## src/rtl/mole_scheduler_pkg.sv

```systemverilog
// Shared types and helpers for the mole scheduler.
// State encoding, LFSR taps and the level-to-interval lookup.
package mole_scheduler_pkg;

    typedef enum logic [1:0] {
        S_IDLE  = 2'd0,
        S_RUN   = 2'd1,
        S_PROBE = 2'd2,
        S_PAUSE = 2'd3
    } state_t;

    // Galois taps for x^16 + x^14 + x^13 + x^11 (right-shifting form)
    localparam logic [15:0] LFSR_TAPS = 16'hB400;

    function automatic logic [8:0] spawn_interval(
        input logic [1:0] level,
        input logic [8:0] i0,
        input logic [8:0] i1,
        input logic [8:0] i2
    );
        case (level)
            2'd0:    return i0;
            2'd1:    return i1;
            default: return i2;
        endcase
    endfunction

endpackage

```

## src/rtl/mole_lfsr.sv

```systemverilog
// Free-running 16-bit Galois LFSR.
// The low three bits pick the first hole to probe.
module mole_lfsr
    import mole_scheduler_pkg::*;
#(
    parameter logic [15:0] SEED = 16'hACE1
) (
    input  logic       clk,
    input  logic       reset,
    output logic [2:0] tap
);

    logic [15:0] q;

    always_ff @(posedge clk or negedge reset) begin
        if (!reset) begin
            q <= SEED;
        end else begin
            q <= {1'b0, q[15:1]} ^ (q[0] ? LFSR_TAPS : 16'h0000);
        end
    end

    assign tap = q[2:0];

endmodule

```

## src/rtl/mole_scheduler.sv

```systemverilog
// Mole scheduler: hole lifetimes, spawn timing and probing,
// and hit/miss classification of button presses.
module mole_scheduler
    import mole_scheduler_pkg::*;
#(
    parameter int          SPAWN_L0    = 300,
    parameter int          SPAWN_L1    = 250,
    parameter int          SPAWN_L2    = 150,
    parameter int          HIT_RESPAWN = 50,
    parameter int          STEP_TICKS  = 50,
    parameter int          LIFE_L0     = 5,
    parameter int          LIFE_HI     = 4,
    parameter logic [15:0] LFSR_SEED   = 16'hACE1
) (
    input  logic       clk,
    input  logic       reset,
    input  logic       tick,
    input  logic       start,
    input  logic       stop,
    input  logic       run,
    input  logic [1:0] level,
    input  logic [7:0] btn_rise,
    output logic [7:0] holes_occ,
    output logic       spawn_pulse,
    output logic [2:0] spawn_idx,
    output logic       hit_pulse,
    output logic       miss_pulse,
    output logic       expire_pulse,
    output logic [1:0] state_o
);

    localparam logic [8:0] IVL0     = 9'(SPAWN_L0);
    localparam logic [8:0] IVL1     = 9'(SPAWN_L1);
    localparam logic [8:0] IVL2     = 9'(SPAWN_L2);
    localparam logic [8:0] HIT_LAST = 9'(HIT_RESPAWN - 1);
    localparam logic [8:0] STEP_LAST = 9'(STEP_TICKS - 1);

    state_t      state;
    logic [2:0]  life [8];
    logic [8:0]  spawn_cnt;
    logic [8:0]  step_cnt;
    logic        hit_flag;
    logic        tick_pend;
    logic [2:0]  probe_idx;
    logic [3:0]  probe_n;
    logic [2:0]  lfsr_idx;

    logic [7:0]  occ;
    logic [7:0]  last_life;
    logic [7:0]  hit_m;
    logic [7:0]  miss_m;
    logic        eff_tick;
    logic        step_wrap;
    logic        decay;
    logic [8:0]  spawn_last;
    logic        due;
    logic [2:0]  life_new;

    mole_lfsr #(.SEED(LFSR_SEED)) u_lfsr (
        .clk   (clk),
        .reset (reset),
        .tap   (lfsr_idx)
    );

    always_comb begin
        occ       = '0;
        last_life = '0;
        for (int i = 0; i < 8; i++) begin
            occ[i]       = |life[i];
            last_life[i] = (life[i] == 3'd1);
        end
    end

    // presses are judged against lifetimes before this clk's update
    assign hit_m      = btn_rise & occ;
    assign miss_m     = btn_rise & ~occ;
    assign eff_tick   = tick | tick_pend;
    assign step_wrap  = (step_cnt == STEP_LAST);
    assign decay      = eff_tick & step_wrap;
    assign spawn_last = hit_flag ? HIT_LAST
                      : spawn_interval(level, IVL0, IVL1, IVL2) - 9'd1;
    assign due        = eff_tick && (spawn_cnt >= spawn_last) && (hit_m == '0);
    assign life_new   = (level == 2'd0) ? 3'(LIFE_L0) : 3'(LIFE_HI);

    assign holes_occ = occ;
    assign state_o   = state;

    always_ff @(posedge clk or negedge reset) begin
        if (!reset) begin
            state        <= S_IDLE;
            for (int i = 0; i < 8; i++) life[i] <= '0;
            spawn_cnt    <= '0;
            step_cnt     <= '0;
            hit_flag     <= 1'b0;
            tick_pend    <= 1'b0;
            probe_idx    <= '0;
            probe_n      <= '0;
            spawn_idx    <= '0;
            spawn_pulse  <= 1'b0;
            hit_pulse    <= 1'b0;
            miss_pulse   <= 1'b0;
            expire_pulse <= 1'b0;
        end else begin
            spawn_pulse  <= 1'b0;
            hit_pulse    <= 1'b0;
            miss_pulse   <= 1'b0;
            expire_pulse <= 1'b0;
            if (stop) begin
                state     <= S_IDLE;
                for (int i = 0; i < 8; i++) life[i] <= '0;
                tick_pend <= 1'b0;
            end else if (start) begin
                state     <= S_RUN;
                for (int i = 0; i < 8; i++) life[i] <= '0;
                spawn_cnt <= '0;
                step_cnt  <= '0;
                hit_flag  <= 1'b1;
                tick_pend <= 1'b0;
            end else begin
                unique case (state)
                    S_IDLE: begin
                    end
                    S_PAUSE: begin
                        if (run) state <= S_RUN;
                    end
                    S_RUN: begin
                        if (!run) begin
                            state <= S_PAUSE;
                        end else begin
                            tick_pend    <= 1'b0;
                            hit_pulse    <= |hit_m;
                            miss_pulse   <= |miss_m;
                            expire_pulse <= decay && |(last_life & ~btn_rise);
                            for (int i = 0; i < 8; i++) begin
                                if (hit_m[i]) life[i] <= '0;
                                else if (decay && occ[i]) life[i] <= life[i] - 3'd1;
                            end
                            if (|hit_m) begin
                                spawn_cnt <= '0;
                                step_cnt  <= '0;
                                hit_flag  <= 1'b1;
                            end else if (eff_tick) begin
                                step_cnt <= step_wrap ? 9'd0 : step_cnt + 9'd1;
                                if (due) begin
                                    spawn_cnt <= '0;
                                    hit_flag  <= 1'b0;
                                    probe_idx <= lfsr_idx;
                                    probe_n   <= '0;
                                    state     <= S_PROBE;
                                end else begin
                                    spawn_cnt <= spawn_cnt + 9'd1;
                                end
                            end
                        end
                    end
                    S_PROBE: begin
                        if (tick) tick_pend <= 1'b1;
                        hit_pulse  <= |hit_m;
                        miss_pulse <= |miss_m;
                        for (int i = 0; i < 8; i++) begin
                            if (hit_m[i]) life[i] <= '0;
                        end
                        if (|hit_m) begin
                            spawn_cnt <= '0;
                            step_cnt  <= '0;
                            hit_flag  <= 1'b1;
                        end
                        if (!occ[probe_idx]) begin
                            life[probe_idx] <= life_new;
                            spawn_idx       <= probe_idx;
                            spawn_pulse     <= 1'b1;
                            state           <= S_RUN;
                        end else begin
                            probe_idx <= probe_idx + 3'd1;
                            probe_n   <= probe_n + 4'd1;
                            if (probe_n == 4'd7) state <= S_RUN;
                        end
                    end
                    default: state <= S_IDLE;
                endcase
            end
        end
    end

endmodule

```

## config.mk

```make
export PLATFORM = sky130hd
export DESIGN_NAME = mole_scheduler
export DESIGN_NICKNAME = d
export VERILOG_FILES = /design/src/rtl/mole_scheduler_pkg.sv /design/src/rtl/mole_lfsr.sv /design/src/rtl/mole_scheduler.sv
export SDC_FILE = /design/constraint.sdc
export NUM_CORES = 1
export LEC_CHECK = 0
export ABC_AREA = 1
export BUFFER_PORTS_ARGS = -buffer_cell sky130_fd_sc_hd__buf_4
export CAP_MARGIN = 20
export CORE_ASPECT_RATIO = 2
export CORE_MARGIN = 2
export CORE_UTILIZATION = 55
export DETAILED_ROUTE_END_ITERATION = 6
export PLACE_DENSITY = 0.73
export SLEW_MARGIN = 25
export SYNTH_ARGS = -nofsm -noshare
export SYNTH_HDL_FRONTEND = slang
export SYNTH_HIERARCHICAL = 1
export SYNTH_SLANG_ARGS = --single-unit
```

## constraint.sdc

```tcl
create_clock -name clk -period 2.4 [get_ports clk]
set_input_delay 0.12 -clock clk [delete_from_list [all_inputs] [get_ports clk]]
set_output_delay 0.12 -clock clk [all_outputs]
set_load 0.02 [all_outputs]
```

==> summary.md <==
| Metric | Value |
|---|---|
| Fin nets | `813` |
| Site Rows | `51` |
| Setup tns final | `0 ps` |
| Total number of vias | `5037` |
| Number of flops mapped to enable cells by yosys | `0` |
| Final WL | `14300 um` |
| Die Area | `10900 sq um` |
| Die Wd | `74.7 um` |
| Final setup fails | `0` |
| Part of the cycle the worst path needs | `0.886` |
| Final Hold Viols | `0` |
| Syn Nets | `779` |
| Relative slew slack | `0.534` |
| Outcome | `finished clean` |
| Die Y | `145 um` |
| Fraction of layout cells with a size suffix above 1 | `0.173` |
| # port buffers | `32` |
| CTS tree | `done` |
| Post-DP HPWL | `11000 um` |
| Clock slew at reported path FFs | `60 ps` |
| Vias in the first global route | `5047` |
| Fillers | `891` |
| Core Area | `9760 sq um` |
| Syn Area/Cell | `7.61 sq um` |
| Residual DRC count | `0` |
| Initial antenna violation count | `0` |
| Max-slew violation count | `0` |
| Max FO, Critical Path | `24` |
| Ys async rst share | `1.00` |
| Pre-CTS WS | `254 ps` |
| Synth unique cells | `45` |
| Placed Cells incl. Taps | `877` |
| Fmax | `470 MHz` |
| Synthesis-to-finish area growth | `11.8%` |
| CP Launch Type | `flip-flop` |
| First-pass GRT wire length | `23300 um` |
| IO Pins | `33` |
| Antenna cell count | `0` |
| Seq/Total Area, Yosys | `0.348` |
| Maximum VDD drop | `0.708 mV` |
| Pre-Repair DR Iteration Count | `5` |
| Synthesized cell area | `5500 sq um` |
| Largest net degree at the start of global routing | `77` |
| Initial DRC Count | `245` |
| Root Driver | `clkbuf_16` |
| Max-cap violations | `0` |
| Worst skew pair latency | `350 ps` |
| Element type at the critical path end | `flip-flop` |
| Skew final | `4.09 ps` |
| Post-route ant nets | `0` |
| Num CTS Buffers | `9` |
| Util after Layout | `0.630` |
| Primary FF master, synth | `dfrtp_1` |
| Initial core utilization | `0.563` |
| Hold Path Class | `input port to flip-flop` |
| Sequential Area | `1910 sq um` |
| Final instance count without filler cells | `894` |
| Total grt overflow | `0` |
| Final WS setup | `273 ps` |
| Pleak | `3.05 nW` |
| Crit Path Class | `flip-flop to flip-flop` |
| Yosys reg bits | `76` |
| H-tree depth | `3` |
| Final GP Congestion | `0.949` |
| Clock sink count | `76` |
| Maximum clock insertion buffer count | `2` |
| Arr. time, crit path | `2370 ps` |
| Data required time at the worst endpoint | `2640 ps` |
| Ys Warns | `6` |
| Pwr dens | `796 nW/um^2` |
| Period minus WS final | `2130 ps` |
| GR Util All Layers | `0.280` |
| Multi-input logic area | `3070 sq um` |
| Measured slew at the worst slew-check pin | `699 ps` |
| # Post-CTS Setup Buffers | `0` |
| DR vias/cell | `5.63` |
| RSZ-0062 raised after global routing | `no` |
| Post-Synthesis Cells | `723` |
| Wire length per cell | `16.0 um` |
[registers in the layout (all words and copies together) (netlist names), 2 cells and up]
name	flops
u_lfsr/q	16
spawn_idx	3
spawn_cnt	9
state_o	2
probe_n	4
life	24
probe_idx	3
step_cnt	9
[Yosys cell counts, types with 4 or more instances]
library cell,instances,share of area
dfstp_2,8,0.038
nand2_1,168,0.11
o21ai_1,14,0.013
buf_2,4,0.0036
nand2_4,15,0.031
ha_1,40,0.091
nand4_1,24,0.027
buf_4,8,0.011
nor2_1,60,0.041
o21ai_0,45,0.041
o22ai_1,4,0.0045
clkbuf_1,4,0.0027
a21oi_1,18,0.016
nand3_1,55,0.050
a32oi_1,5,0.0080
inv_2,17,0.012
nor2_4,4,0.0082
nor2_2,4,0.0045
inv_1,80,0.055
xor2_1,12,0.019
nand2_2,14,0.016
a31oi_1,8,0.0091
nor3_1,5,0.0045
buf_6,4,0.0082
xnor2_1,5,0.0080
dfrtp_1,68,0.31
[cells by family after synthesis]
| kind of cell | Yosys count | synth area share |
|---|---|---|
| xor gates and xnor gates | 17 | 0.0271 |
| adders and majority gates | 40 | 0.0910 |
| DFF | 76 | 0.348 |
| AOI/OAI and AO/OA | 106 | 0.110 |
| buffers and inverters | 120 | 0.0951 |
| and+or+nand+nor | 364 | 0.329 |
[cells in the final DEF, fill, tap and decap left out, types with 5 or more instances in the layout]
| cell | count |
|---|---|
| inv_1 | 80 |
| nand2_2 | 14 |
| nand2_1 | 168 |
| nor2_1 | 60 |
| dfrtp_1 | 68 |
| o21ai_0 | 45 |
| xor2_1 | 12 |
| dfstp_2 | 8 |
| buf_4 | 41 |
| xnor2_1 | 5 |
| o21ai_1 | 14 |
| ha_1 | 39 |
| clkbuf_16 | 9 |
| nor3_1 | 5 |
| inv_2 | 17 |
| nand3_1 | 55 |
| nand4_1 | 24 |
| a21oi_1 | 18 |
| a31oi_1 | 8 |
| a32oi_1 | 5 |
| nand2_4 | 15 |
[area by class of cell]
cell class / instances / area share
clock buffer: 9 / 0.0366
timing repair buffer: 43 / 0.0535
multi-input combinational: 527 / 0.499
clock inverter: 7 / 0.0110
sequential: 76 / 0.311
tap: 132 / 0.0269
inverter: 100 / 0.0623
[layer usage]
metal  track usage  part of all wire  vias up
met4         0.177             0.058        0
li1              -                 -     2434
met5             0                 0        -
met2         0.488              0.54      166
met3        0.0568             0.045       62
met1         0.290              0.36     2375
[through the flow]
stage	total power [W]	hold WS [ps]	cell area (sq um)
3_3_place_gp	0.00352	319	5840
6_report	0.00490	72.4	6150
2_1_floorplan	0.00302	-176	5500
3_5_place_dp	0.00357	331	5840
4_1_cts	0.00492	59.9	6140
5_1_grt	0.00518	104	6150
[path summary, 6_finish.rpt]
check	from	endpoint	slack, ps	cells past startpoint
max	life[15]	step_cnt[2]	270	11
max in group asynchronous	reset	u_lfsr/q[4]	1550	2
min	tick	tick_pend	70	3
min reg2reg	u_lfsr/q[12]	u_lfsr/q[11]	350	0
min in group asynchronous	reset	spawn_cnt[8]	360	2
max reg2reg	life[15]	step_cnt[2]	270	11
[worst max-delay path, stage by stage (launching register included)]
cell	delay, ps
dfrtp_1	450
inv_1	110
ha_1	200
nand2_4	80
nand2_2	130
nand2_2	130
nor2_8	150
nand4_4	200
nand2_4	280
inv_1	120
nor2_1	130
nor2_2	50
[power breakdown]
| part | switching [W] | total (W) | internal, W |
|---|---|---|---|
| logic | 0.00130 | 0.00200 | 0.000697 |
| registers | 0.000152 | 0.00157 | 0.00141 |
| clock network | 0.000607 | 0.00133 | 0.000723 |
| total | 0.00206 | 0.00490 | 0.00284 |
[timing repair]
| item | CTS | global route |
|---|---|---|
| setup endpoints to repair | 0 | 1 |
| resized for setup | 0 | 1 |
| hold buffers | 1 | 0 |
| hold endpoints to repair | 68 | 0 |
No activity file was read; power rests on OpenSTA's default activity.
